==> src/rtl/paged_mem_writer.sv <==
// Write-side controller for the paged stub memory: packs a valid/ready word stream into
// consecutive addresses of the open page and maintains per-page entry counts.
// Optional: define PAGED_WRITER_OVFCNT_EN to implement the saturating ovf_count drop counter.
module paged_mem_writer #(
  parameter int  RAM_WIDTH  = 18,
  parameter int  NPAGES     = 8,
  parameter int  PAGE_DEPTH = 128,
  localparam int PAGE_BITS  = $clog2(NPAGES),
  localparam int ENT_BITS   = $clog2(PAGE_DEPTH)
) (
  input  logic                          clka,
  input  logic                          rstb,
  input  logic                          start,
  input  logic [PAGE_BITS-1:0]          bx_in,
  input  logic                          din_valid,
  input  logic [RAM_WIDTH-1:0]          din,
  output logic                          din_ready,
  output logic [PAGE_BITS+ENT_BITS-1:0] addra,
  output logic [RAM_WIDTH-1:0]          dina,
  output logic                          wea,
  output logic [7:0]                    nent_data,
  output logic [NPAGES-1:0]             nent_we,
  output logic                          overflow,
  output logic [7:0]                    ovf_count
);

  typedef enum logic [1:0] {
    S_IDLE,
    S_CLEAR,
    S_ACTIVE
  } state_e;

  localparam logic [7:0] DEPTH_CNT = 8'(PAGE_DEPTH);

  function automatic logic [NPAGES-1:0] page_sel(input logic [PAGE_BITS-1:0] p);
    page_sel    = '0;
    page_sel[p] = 1'b1;
  endfunction

  state_e                          state_q, state_d;
  logic [PAGE_BITS-1:0]            bx_q, bx_d;
  logic [PAGE_BITS-1:0]            page_q, page_d;
  logic [7:0]                      count_q, count_d;
  logic                            din_ready_q, din_ready_d;
  logic [PAGE_BITS+ENT_BITS-1:0]   addra_q, addra_d;
  logic [RAM_WIDTH-1:0]            dina_q, dina_d;
  logic                            wea_q, wea_d;
  logic [7:0]                      nent_data_q, nent_data_d;
  logic [NPAGES-1:0]               nent_we_q, nent_we_d;
  logic                            overflow_q, overflow_d;
  logic                            accept;
`ifdef PAGED_WRITER_OVFCNT_EN
  logic [7:0]                      ovf_count_q, ovf_count_d;
`endif

  assign accept = din_valid & din_ready_q;

  always_comb begin
    // NOTE: every signal written here gets a default first, so no path can infer a latch.
    state_d     = state_q;
    bx_d        = bx_q;
    page_d      = page_q;
    count_d     = count_q;
    addra_d     = addra_q;
    dina_d      = dina_q;
    nent_data_d = nent_data_q;
    overflow_d  = overflow_q;
    wea_d       = 1'b0;
    nent_we_d   = '0;
`ifdef PAGED_WRITER_OVFCNT_EN
    ovf_count_d = ovf_count_q;
`endif

    unique case (state_q)
      S_IDLE: begin
        if (start) begin
          state_d = S_CLEAR;
          bx_d    = bx_in;
        end
      end

      S_CLEAR: begin
        page_d      = bx_q;
        count_d     = '0;
        overflow_d  = 1'b0;
        nent_we_d   = page_sel(bx_q);
        nent_data_d = '0;
`ifdef PAGED_WRITER_OVFCNT_EN
        ovf_count_d = '0;
`endif
        // A repeated start re-opens with the newer page after one more clear cycle.
        if (start) bx_d = bx_in;
        else       state_d = S_ACTIVE;
      end

      S_ACTIVE: begin
        if (accept) begin
          if (count_q < DEPTH_CNT) begin
            wea_d       = 1'b1;
            addra_d     = {page_q, count_q[ENT_BITS-1:0]};
            dina_d      = din;
            count_d     = count_q + 8'd1;
            nent_we_d   = page_sel(page_q);
            nent_data_d = count_q + 8'd1;
          end else begin
            overflow_d = 1'b1;
`ifdef PAGED_WRITER_OVFCNT_EN
            if (ovf_count_q != 8'hFF) ovf_count_d = ovf_count_q + 8'd1;
`endif
          end
        end
        // The word above still lands in the old page; the new page opens next cycle.
        if (start) begin
          state_d = S_CLEAR;
          bx_d    = bx_in;
        end
      end

      default: state_d = S_IDLE;
    endcase

    din_ready_d = (state_d == S_ACTIVE);
  end

  // NOTE: sequential state uses non-blocking assignments so every flop samples pre-edge values.
  always_ff @(posedge clka) begin
    if (rstb) begin
      state_q     <= S_IDLE;
      bx_q        <= '0;
      page_q      <= '0;
      count_q     <= '0;
      din_ready_q <= 1'b0;
      addra_q     <= '0;
      dina_q      <= '0;
      wea_q       <= 1'b0;
      nent_data_q <= '0;
      nent_we_q   <= '0;
      overflow_q  <= 1'b0;
`ifdef PAGED_WRITER_OVFCNT_EN
      ovf_count_q <= '0;
`endif
    end else begin
      state_q     <= state_d;
      bx_q        <= bx_d;
      page_q      <= page_d;
      count_q     <= count_d;
      din_ready_q <= din_ready_d;
      addra_q     <= addra_d;
      dina_q      <= dina_d;
      wea_q       <= wea_d;
      nent_data_q <= nent_data_d;
      nent_we_q   <= nent_we_d;
      overflow_q  <= overflow_d;
`ifdef PAGED_WRITER_OVFCNT_EN
      ovf_count_q <= ovf_count_d;
`endif
    end
  end

  assign din_ready = din_ready_q;
  assign addra     = addra_q;
  assign dina      = dina_q;
  assign wea       = wea_q;
  assign nent_data = nent_data_q;
  assign nent_we   = nent_we_q;
  assign overflow  = overflow_q;
`ifdef PAGED_WRITER_OVFCNT_EN
  assign ovf_count = ovf_count_q;
`else
  assign ovf_count = '0;
`endif

endmodule

==> config.mk <==
export PLATFORM = sky130hd
export DESIGN_NAME = paged_mem_writer
export DESIGN_NICKNAME = d
export VERILOG_FILES = /design/src/rtl/paged_mem_writer.sv
export SDC_FILE = /design/constraint.sdc
export NUM_CORES = 1
export LEC_CHECK = 0
export ABC_CLOCK_PERIOD_IN_PS = 1800
export BUFFER_PORTS_ARGS = -buffer_cell sky130_fd_sc_hd__buf_2
export CORE_MARGIN = 1.5
export CORE_UTILIZATION = 50
export DETAILED_ROUTE_END_ITERATION = 12
export PLACE_DENSITY = 0.79
export SLEW_MARGIN = 5
export SYNTH_ARGS = -nofsm -noshare
export SYNTH_HDL_FRONTEND = slang
export SYNTH_SLANG_ARGS = --single-unit
==> constraint.sdc <==
create_clock -name clka -period 1.8 [get_ports clka]
set_clock_uncertainty 0.05 [all_clocks]
set_input_delay 0.36 -clock clka [delete_from_list [all_inputs] [get_ports clka]]
set_output_delay 0.36 -clock clka [all_outputs]
set_load 0.01 [all_outputs]
==> metrics.txt <==
Area Growth Syn to Fin=19.3%; postcts setup bufs=0; Max Slew Vio Count=0; max_cap viols=0; clock latency on the worst-skew pair=300 ps; Post-synth ARST share=0%; Primary FF master, synth=dfxtp_1; CTS Hold Bufs=0; DRC Markers=0; Power per Cell Area=782 mW/mm^2; worst vdd ir=0.000432 V; clk buf depth=2; Die W=71.7 um; Synth area leaders=dfxtp_1 (47%), nand2_1 (9.5%), a21oi_1 (8.3%); H-Tree Depth=2; status=completed; Hold Crit Endpoint=dina[0]$_SDFFE_PP0P_; Max FO, Critical Path=5; Hold Crit Class=primary input to flip-flop; sequential-to-total area share from yosys stat=46.6%; TritonCTS clock tree=built; I/O pins=80; Total Power=2.20 mW; Routed WL per cell=12.2 um; CP Capture Type=flip-flop; Post-Layout Inst Area=0.00282 mm^2; GR Util All Layers=18.1%; full die area=0.00515 mm^2; chip height=71.7 um; DPL Wire Length=3270 um; min-delay src=din[0]; Final nets=368; setup TNS=0 ps; Reg clk slew, reported paths=90 ps; vias per cell=5.32; post-synth top area cell=dfxtp_1; Num CTS Buffers=5; Yosys reg bits=55; Seq. cell area=0.00110 mm^2; Mapped Cells=274; fmax=0.583 GHz; Buffers on Ports=71; vias in the first global route=1785; syn_area_per_cell=8.62 um^2; RR Endpoint=din_ready$_SDFF_PP0_; first-pass GRT wire length=7540 um; # diodes=0; clk root buf=clkbuf_8; Post-synth EDFFs=0; CP arrival=1840 ps; post-synthesis cell area=0.00236 mm^2; synth unique cells=39; Worst setup SP type=flip-flop; core area=0.00444 mm^2; Critical Path Source=state_q[0]$_SDFF_PP0_; critical path class=flip-flop to flip-flop; dpl cell area=0.00271 mm^2; post-synth top area share=46.6%; layout cell share with drive strength beyond 1=27.2%; Leakage Power=1.19 nW; Worst R2R Setup Slack=90 ps; final WL=4750 um; drt pass-1 iters=6; synth warn=0; multi-input logic area=0.00110 mm^2; Initial Util=53.2%; FILL cells=395; GP Congestion=0.806; DRT iter0 DRCs=136; routed vias=2075; largest net degree at the start of global routing=36; Hold Fails Final Rpt=0; Worst Path Required=1920 ps; # setup viols final=0; FF-to-FF Start=state_q[0]$_SDFF_PP0_; total grt overflow=0; RSZ-0062 raised after global routing=false; Final Cycle Share=95.2%; Hold Crit Depth=3; clk sink count=55; Post-DRT Antenna Nets=0; Reg2Reg Depth=6; row cnt=24; post-cts sizing count=0; Tmin final=1710 ps; initial antenna violation count=0
[layer usage]
layer / part of all wire [%] / wire [um] / GRT usage (%)
met2: 48 / 2290 / 31.0
met1: 45 / 2150 / 22.3
met3: 5.3 / 250 / 5.06
met4: 1.2 / 59 / 5.03
met5: 0 / 0 / 0
[critical path: stages (launching register included)]
cell,delay [ps]
dfxtp_2,360
inv_1,70
ha_1,240
buf_4,160
nor3_1,210
a21oi_1,110
a2111oi_1,390
[cells in the final DEF, fill, tap and decap left out, types with 5 or more instances in the layout]
cell	netlist	final
buf_2	4	71
nor2_1	10	10
conb_1	1	8
nand3_1	7	7
or3b_1	5	5
mux2i_1	10	10
clkbuf_8	0	5
nand2_1	60	60
ha_1	5	5
nand3b_1	6	6
buf_4	13	8
dfxtp_1	55	54
nand2b_1	7	7
a21oi_1	39	39
[power breakdown]
group,switching [mW],leakage (nW),internal [mW]
clock,0.358,0.0513,0.408
sequential,0.0212,0.444,1.23
combinational,0.104,0.692,0.0829
[per-stage QoR]
step                hold WS (ps)  setup slack (ps)  util [%]  instances
detailed placement           395              25.4      61.1        383
finish                       235              85.8      63.4        390
global placement             389               185      61.1        383
global route                 231              1.28      63.4        390
floorplan                    431               182         -        281
CTS                          231              50.9      63.4        390
[flip-flops by register name, summed over array words and instances, names as in the netlist]
signal     count
addra         10
dina          18
overflow       1
bx_q           3
nent_data      8
din_ready      1
state_q        2
page_q         3
wea            1
nent_we        8
[cells in the mapped netlist, drive strengths merged, types with 2 or more instances]
cell type / instances
nand2: 60
dfxtp: 55
a21oi: 39
buf: 18
clkbuf: 12
mux2i: 10
nor2: 10
nand2b: 7
nand3: 7
nand3b: 6
ha: 5
nand4b: 5
or3b: 5
a211oi: 4
inv: 4
nand4: 3
nor2b: 3
nor3: 3
o21ai: 2
o32a: 2
[cell type report]
class                      instances  share of cell area [%]
clock buffer                       6                    2.57
timing repair buffer              80                    15.4
inverter                           4                   0.533
tap                               52                    2.31
clock inverter                     1                    1.07
multi-input combinational        192                    39.0
sequential                        55                    39.1
[kinds of logic after synthesis]
group / after synthesis / share of synthesized area, %
muxes: 10 / 4.24
DFF: 55 / 46.6
and+or+nand+nor: 115 / 24.6
buffers and inverters: 34 / 8.05
other: 1 / 0.159
adders and majority gates: 5 / 2.65
AOI/OAI and AO/OA: 54 / 13.7
[worst max path at each step]
stage                                endpoint  cells after the start
finish                   din_ready$_SDFF_PP0_                      6
global route             din_ready$_SDFF_PP0_                      6
CTS                      din_ready$_SDFF_PP0_                      6
detailed placement       din_ready$_SDFF_PP0_                      6
global placement         din_ready$_SDFF_PP0_                      6
floorplan           nent_data[2]$_SDFFE_PP0P_                      7
Note: power is estimated with default switching activity, not from simulation.
